### src/rtl/dp_ram_pkg.sv
// Shared types and constants for the parameterised dual-port RAM.
package dp_ram_pkg;

    // Controller states: normal operation, or sweeping the array to zero.
    typedef enum logic {
        IDLE  = 1'b0,
        CLEAR = 1'b1
    } dp_state_t;

    // Read-during-write behaviour when read and write hit the same address.
    localparam int RDW_OLD = 0;  // return the word as it was before the write
    localparam int RDW_NEW = 1;  // return the old word with written lanes replaced

endpackage

### src/rtl/dp_ram_core.sv
// Storage array: one byte-enabled write port, one registered read port.
// The array itself carries no reset; only the read register does.
module dp_ram_core #(
    parameter int DATA_WIDTH = 16,
    parameter int ADDR_WIDTH = 4,
    parameter int BYTE_W     = 8
) (
    input  logic                           clock,
    input  logic                           reset,
    input  logic                           wr_en,
    input  logic [ADDR_WIDTH-1:0]          wr_addr,
    input  logic [DATA_WIDTH/BYTE_W-1:0]   wr_be,
    input  logic [DATA_WIDTH-1:0]          wr_data,
    input  logic                           rd_en,
    input  logic [ADDR_WIDTH-1:0]          rd_addr,
    output logic [DATA_WIDTH-1:0]          rd_data
);

    localparam int NB    = DATA_WIDTH / BYTE_W;
    localparam int DEPTH = 1 << ADDR_WIDTH;

    logic [DATA_WIDTH-1:0] mem [DEPTH];

    // Lane-wise write: only lanes with their enable bit set are updated.
    always_ff @(posedge clock) begin
        for (int i = 0; i < NB; i++) begin
            if (wr_en && wr_be[i]) begin
                mem[wr_addr][i*BYTE_W +: BYTE_W] <= wr_data[i*BYTE_W +: BYTE_W];
            end
        end
    end

    // Registered read; holds its value when no read is issued, so the
    // same-cycle write is never visible here (old-data behaviour).
    always_ff @(posedge clock) begin
        if (reset) begin
            rd_data <= '0;
        end else if (rd_en) begin
            rd_data <= mem[rd_addr];
        end
    end

endmodule

### src/rtl/param_dp_ram.sv
// Parameterised simple dual-port RAM with byte enables, selectable
// read-during-write behaviour, optional output register and a
// one-word-per-cycle zero-clear sequence.
//
// Strobe semantics: wr_en, rd_en and clr_req are single-cycle requests
// sampled on the rising clock edge. There is no ready signal; busy = 1
// acts as "not ready" and any request presented while busy is dropped.
// Each accepted read produces exactly one rd_valid pulse with its data.
module param_dp_ram
    import dp_ram_pkg::*;
#(
    parameter int DATA_WIDTH = 16,
    parameter int ADDR_WIDTH = 4,
    parameter int BYTE_W     = 8,
    parameter int RDW_MODE   = RDW_OLD,
    parameter int OUT_REG    = 0
) (
    input  logic                           clock,
    input  logic                           reset,
    input  logic                           clr_req,
    input  logic                           wr_en,
    input  logic [ADDR_WIDTH-1:0]          wr_addr,
    input  logic [DATA_WIDTH/BYTE_W-1:0]   wr_be,
    input  logic [DATA_WIDTH-1:0]          d_in,
    input  logic                           rd_en,
    input  logic [ADDR_WIDTH-1:0]          rd_addr,
    output logic [DATA_WIDTH-1:0]          d_out,
    output logic                           rd_valid,
    output logic                           busy
);

    localparam int NB = DATA_WIDTH / BYTE_W;
    localparam logic [ADDR_WIDTH-1:0] LAST_ADDR = '1;

    dp_state_t             state;
    logic [ADDR_WIDTH-1:0] clr_addr;
    logic                  busy_q;

    logic                  wr_acc;
    logic                  rd_acc;
    logic                  core_we;
    logic [ADDR_WIDTH-1:0] core_waddr;
    logic [NB-1:0]         core_be;
    logic [DATA_WIDTH-1:0] core_wdata;
    logic [DATA_WIDTH-1:0] core_q;

    logic                  v1;
    logic                  byp_hit;
    logic [NB-1:0]         byp_be;
    logic [DATA_WIDTH-1:0] byp_data;
    logic [DATA_WIDTH-1:0] rd_word;

    assign busy   = busy_q;
    assign wr_acc = wr_en && !busy_q && !reset;
    assign rd_acc = rd_en && !busy_q && !reset;

    // Clear controller: reset or a clr_req in IDLE sweeps every address once.
    always_ff @(posedge clock) begin
        if (reset) begin
            state    <= CLEAR;
            clr_addr <= '0;
            busy_q   <= 1'b1;
        end else begin
            case (state)
                IDLE: begin
                    if (clr_req) begin
                        state    <= CLEAR;
                        clr_addr <= '0;
                        busy_q   <= 1'b1;
                    end
                end
                CLEAR: begin
                    if (clr_addr == LAST_ADDR) begin
                        state    <= IDLE;
                        clr_addr <= '0;
                        busy_q   <= 1'b0;
                    end else begin
                        clr_addr <= clr_addr + ADDR_WIDTH'(1);
                    end
                end
                default: begin
                    state  <= CLEAR;
                    busy_q <= 1'b1;
                end
            endcase
        end
    end

    // During a clear the write port belongs to the sweeper, so user writes
    // can never land in the array while busy.
    assign core_we    = busy_q ? 1'b1     : wr_acc;
    assign core_waddr = busy_q ? clr_addr : wr_addr;
    assign core_be    = busy_q ? '1       : wr_be;
    assign core_wdata = busy_q ? '0       : d_in;

    dp_ram_core #(
        .DATA_WIDTH (DATA_WIDTH),
        .ADDR_WIDTH (ADDR_WIDTH),
        .BYTE_W     (BYTE_W)
    ) u_core (
        .clock   (clock),
        .reset   (reset),
        .wr_en   (core_we),
        .wr_addr (core_waddr),
        .wr_be   (core_be),
        .wr_data (core_wdata),
        .rd_en   (rd_acc),
        .rd_addr (rd_addr),
        .rd_data (core_q)
    );

    // First read stage: valid flag plus the same-cycle write captured for
    // new-data forwarding; held between reads so d_out stays stable.
    always_ff @(posedge clock) begin
        if (reset) begin
            v1       <= 1'b0;
            byp_hit  <= 1'b0;
            byp_be   <= '0;
            byp_data <= '0;
        end else begin
            v1 <= rd_acc;
            if (rd_acc) begin
                byp_hit  <= (RDW_MODE == RDW_NEW) && wr_acc && (wr_addr == rd_addr);
                byp_be   <= wr_be;
                byp_data <= d_in;
            end
        end
    end

    // Overlay the forwarded write lanes onto the stored word when needed.
    always_comb begin
        rd_word = core_q;
        if (byp_hit) begin
            for (int i = 0; i < NB; i++) begin
                if (byp_be[i]) begin
                    rd_word[i*BYTE_W +: BYTE_W] = byp_data[i*BYTE_W +: BYTE_W];
                end
            end
        end
    end

    generate
        if (OUT_REG != 0) begin : g_out_reg
            logic                  v2;
            logic [DATA_WIDTH-1:0] d2;

            // Optional output stage: adds one cycle, keeps data/valid aligned.
            always_ff @(posedge clock) begin
                if (reset) begin
                    v2 <= 1'b0;
                    d2 <= '0;
                end else begin
                    v2 <= v1;
                    if (v1) begin
                        d2 <= rd_word;
                    end
                end
            end

            assign d_out    = d2;
            assign rd_valid = v2;
        end else begin : g_no_out_reg
            assign d_out    = rd_word;
            assign rd_valid = v1;
        end
    endgenerate

endmodule

### config.mk
export PLATFORM = sky130hd
export DESIGN_NAME = param_dp_ram
export DESIGN_NICKNAME = d
export VERILOG_FILES = /design/src/rtl/dp_ram_pkg.sv /design/src/rtl/dp_ram_core.sv /design/src/rtl/param_dp_ram.sv
export SDC_FILE = /design/constraint.sdc
export NUM_CORES = 1
export LEC_CHECK = 0
export CAP_MARGIN = 20
export CORE_ASPECT_RATIO = 0.8
export CORE_MARGIN = 2
export CORE_UTILIZATION = 45
export CTS_BUF_LIST = sky130_fd_sc_hd__clkbuf_16
export DETAILED_ROUTE_END_ITERATION = 10
export GPL_TIMING_DRIVEN = 0
export SYNTH_ARGS = -nofsm -noshare
export SYNTH_HDL_FRONTEND = slang
export SYNTH_SLANG_ARGS = --single-unit
### constraint.sdc
create_clock -name clock -period 4.9 [get_ports clock]
set_input_delay 1.47 -clock clock [delete_from_list [all_inputs] [get_ports clock]]
set_output_delay 1.47 -clock clock [all_outputs]
set_load 0.01 [all_outputs]
# == Yosys cells after proc, flatten, opt, wreduce, memory -nomap -nowiden ==
# Memories as Yosys holds them, arrays and structs flattened. A register that Yosys moved wholly into a read port is not among the register bits.
# Index checks and enable logic that the tools add are counted.
# classes
addsub,1
n_mul,0
div_mod_pow,0
magnitude_cmp,0
eq_ne,3
n_shift,0
mux,17
bitwise_logic,1
reduce_logical,9
# ops
cell,n
$mux 16,1
$mux 4,3
$mux 1,9
$pmux 4 s2,1
$logic_and 1x1->1,6
$add 4x1->4 const B,1
$eq 4x4->1 const B,1
$pmux 1 s2,2
$logic_not 1->1,2
$mux 2,1
$ne 2x1->1 const B,1
$ne 2x2->1 const B,1
$reduce_and 2->1,1
$not 1->1,1
# totals
reg_bits,7
latch_bits,0
ram_bits,256
mem_bits_ro,0
inputBits,31
wordCells,36
memories,1
# mem_list
name,words,word_bits,read_ports,rd_clocked_by_memory_dff,wr,line,source
u_core.mem,16,16,1,1,1,dp_ram_core.sv:22,logic [DATA_WIDTH-1:0] mem [DEPTH];

# == Longest topological paths before layout ==
# depth
word_depth,7
ltp_mapped,7
mapped_depth_nobuf,5

# == Modules after synthesis ==
# From an unflattened synthesis, not the netlist that was laid out.
# hier_totals
cells_unflattened,696
hier_area_um2,11170.7
# modules_own_cells
module,n_inst,cells_each,area_each_um2
dp_ram_core,1,636,10680.2
param_dp_ram,1,60,490.5

# == Worst setup path after synthesis ==
# No wires, ideal clock.
# synth_timing
path_type,input-to-reg
from,input port reset
to,memory u_core.mem[13][10] (enable)
setup_ps,370
arrival_ps,2595
path_slack_ps,1935
cell_stages,5
path_buffers,1
cell_sequence,clkbuf_1 -> nor2b_1 -> a21oi_1 -> or2_1 -> nor2_1
# synth_between
elab_chain_len,6
# synth_lines
item,line,source
start: declaration,param_dp_ram.sv:19,"input logic reset,"
$logic_not 1->1,param_dp_ram.sv:54,assign wr_acc = wr_en && !busy_q && !reset;
$logic_and 1x1->1,param_dp_ram.sv:54,
$mux 1,param_dp_ram.sv:91,assign core_we = busy_q ? 1'b1 : wr_acc;
$logic_and 1x1->1,dp_ram_core.sv:27,if (wr_en && wr_be[i]) begin
$mux 1,dp_ram_core.sv:27,
$mux 1 (implied by the code),dp_ram_core.sv:28,mem[wr_addr][i*BYTE_W +: BYTE_W] <= wr_data[i*BYTE_W +: BYTE_W];
end: declaration,dp_ram_core.sv:22,
# Every way passes these cells.

# == Final worst setup path ==
# layout_timing
from,input port wr_addr[0]
to,memory u_core.mem[7][0] (enable)
# layout_between
elab_chain_len,1
# layout_lines
item,line,source
start: declaration,param_dp_ram.sv:22,"input logic [ADDR_WIDTH-1:0] wr_addr,"
$mux 4,param_dp_ram.sv:92,assign core_waddr = busy_q ? clr_addr : wr_addr;
# Every way passes these cells.

==> flow_summary.ini <==
[critical_path]
reg2reg_slack_ns = 2.25
criticalPathCategory = input pin to flop
critPathCaptureType = flop
start_kind = input pin
worstRegToRegCells = 4
max_stage_delay_ns = 0.82
slowest_stage = nor2_1
crit_fanout = 8
cp.buffers_inverters = 1
worstReg2RegEnd = u_core.mem[3][12]$_DFFE_PP_
cp-startpoint = wr_addr[0]
crit_family = simple AND/OR/NAND/NOR gates
r2r_start = busy$_SDFFE_PP1P_
required_ns = 5.05
crit_chain = clkdlybuf4s50_1 -> nor2b_1 -> a32oi_1 -> nand2b_1 -> nor2_1
cp_data_arrival_time_ns = 3.50
worst_setup_path_endpoint = u_core.mem[7][0]$_DFFE_PP_
cp.depth = 5

[placement]
dp_hpwl_mm = 16.6
dp_cells = 959
portBuffers = 46
place.gp.congestion = 0.882

[synthesis]
syn-num-nets = 627
yosysMostFrequentCell = edfxtp_1
synth_edf_count = 256
synth.distinct_cells = 39
synth_commonest_cells = edfxtp_1, mux2i_1, nor2_1
yosys_warnings = 0
yosysTopAreaCell = edfxtp_1
synthFlopType = edfxtp_1
synth_top_cell_area_share_pct = 70.4
ys_ff_latch = 279
ys_seq_area_share_pct = 74.6
synth_async_sr_flop_share_pct = 0
syn_area_um2 = 10900
avgSynthCellArea_um2 = 18.3
synthCells = 595
synth.area.top_cells = edfxtp_1, mux2i_1, mux4_2, dfxtp_1, a22oi_1

[floorplan]
num_rows = 50
die-area_um2 = 25500
die_h_um = 143
core_area_um2 = 23600
start_util_pct = 46.3
die_w_um = 178
io_pins = 49

[global_route]
grt-ovfl-total = 0
grt_start_max_net_pins = 17
track_usage_pct = 19.9
grt_pass1_vias = 5762
antenna_found_initial = 0
grt_pass1_wl_mm = 36.3

[clock_tree]
clock-sinks = 279
cts_tree = done
cts_buffers = 28
cts_hold_buf = 0
clk_path_buf_depth = 3
post_cts.repair.setup_buffers = 0
root_buffer = clkbuf_16
insertion_delay_ns = 0.53
cts.repair.resized = 0
htree_levels = 1
cts.clk_slew.worst_paths_ns = 0.06

[timing]
slew_viol_final = 0
fmax_mhz = 299
finalHoldViolCount = 0
worst_slew_pin_slew_ns = 1.10
setup-violations-final = 0
relSlewSlack_pct = 26.6
finClkSkew_ns = 0.00909
grt_setup_unrepaired = false
final.period_utilization_pct = 68.3
fin_crit_ns = 3.35
fin_tns_setup_ns = 0

[routing]
drtPass1Iterations = 5
drt_iter0_drc = 538
vias = 5710
finalWirelength_mm = 24.7
route.detailed.drc = 0
avgRoutedWirePerCell_um = 24.3
via_per_inst = 5.61
postRouteAntennaNets = 0

[worst_hold_path]
hold_class = flop to flop

[cells_and_area]
drive_gt1_share_pct = 15.7
synthToLayoutAreaGrowth_pct = 16.5
instances_no_fill = 1018
n_antenna_cell = 0
nNetsFinal = 716
fin_util_pct = 53.9

[pwr]
p_per_area_nw_per_um2 = 379
fin_total_pwr_mw = 4.81
irDropWorstVdd_mv = 0.271
leakage_nw = 4.39

[run_status]
status = complete, no violations

[run]
maxCapViolCount = 0
## worst min path at each step
| stage | slack [ns] | startpoint | cells past startpoint | to |
|---|---|---|---|---|
| after floorplan | 0.51 | clr_addr[0]$_SDFFE_PP0P_ | 2 | clr_addr[0]$_SDFFE_PP0P_ |
| after global placement | 0.47 | u_core.rd_data[1]$_SDFFE_PP0P_ | 2 | u_core.rd_data[1]$_SDFFE_PP0P_ |
| after detailed placement | 0.47 | u_core.rd_data[1]$_SDFFE_PP0P_ | 2 | u_core.rd_data[1]$_SDFFE_PP0P_ |
| after CTS | 0.48 | u_core.rd_data[1]$_SDFFE_PP0P_ | 2 | u_core.rd_data[1]$_SDFFE_PP0P_ |
| after global routing | 0.51 | u_core.rd_data[1]$_SDFFE_PP0P_ | 2 | u_core.rd_data[1]$_SDFFE_PP0P_ |
| final | 0.49 | u_core.rd_data[1]$_SDFFE_PP0P_ | 2 | u_core.rd_data[1]$_SDFFE_PP0P_ |
## tightest hold or removal path, stage by stage, from the launching register on
cell	delay, ns
dfxtp_1	0.33
a32oi_1	0.06
o21ai_1	0.06
## layer usage
layer,GRT usage (%),vias up,routed length [µm]
met5,0,-,0
met4,4.40,0,375
met3,3.10,32,1630
met2,29.8,198,10700
met1,31.0,2910,12000
li1,-,2570,-
## area by class of cell
| class | instances | area, µm² |
|---|---|---|
| inverter | 6 | 22.5 |
| timing repair buffer | 59 | 569 |
| clock inverter | 23 | 113 |
| buffer | 30 | 163 |
| sequential | 279 | 8150 |
| fill | 1850 | 10900 |
| clock buffer | 29 | 726 |
| multi-input combinational | 280 | 2580 |
| tap | 312 | 390 |
## where the power goes
part	internal, mW	switching (mW)	leakage, nW
clock network	1.07	0.864	0.442
registers	2.62	0.0140	2.59
logic	0.102	0.145	1.36
## flip-flops by register name (all words and copies together), names as in the netlist
signal / flops
u_core.rd_data: 16
clr_addr: 4
busy: 1
rd_valid: 1
state: 1
u_core.mem: 256
## placed cells by master, fill, tap and decap left out, types with 2 or more instances in the layout
cell	count
edfxtp_1	256
mux2i_1	76
clkdlybuf4s50_1	46
nor2_1	37
mux4_2	33
a22oi_1	32
clkbuf_16	29
dfxtp_1	23
nor2b_1	21
a32oi_1	17
buf_4	17
o21ai_1	17
inv_1	14
buf_2	12
a21oi_1	10
clkbuf_1	9
or2_1	6
clkinv_2	6
nand2_1	5
buf_6	4
clkinv_1	4
clkinvlp_4	3
a2bb2oi_1	2
a21o_1	2
nand2b_1	2
nor3_1	2
and2b_1	2
o21bai_1	2
## logic make-up (layout without fill, tap and decap cells)
| group | Yosys count | after routing | share of synthesized area, % |
|---|---|---|---|
| flip-flops | 279 | 279 | 74.6 |
| multiplexers | 111 | 111 | 14.2 |
| AO/OA/AOI/OAI | 87 | 87 | 5.65 |
| AND/OR/NAND/NOR | 81 | 81 | 3.76 |
| buffers and inverters | 36 | 147 | 1.70 |
| adder cells (fa/ha/maj) | 1 | 1 | 0.115 |
## metrics by stage
step           setup slack [ns]  hold WS (ns)  area [µm²]
2_1_floorplan              1.93         0.506       10900
3_3_place_gp               1.04         0.470       11800
3_5_place_dp               1.05         0.469       11800
4_1_cts                    1.60         0.483       12700
5_1_grt                    1.45         0.510       12700
6_report                   1.55         0.488       12700
Note: power is estimated with default switching activity, not from simulation.
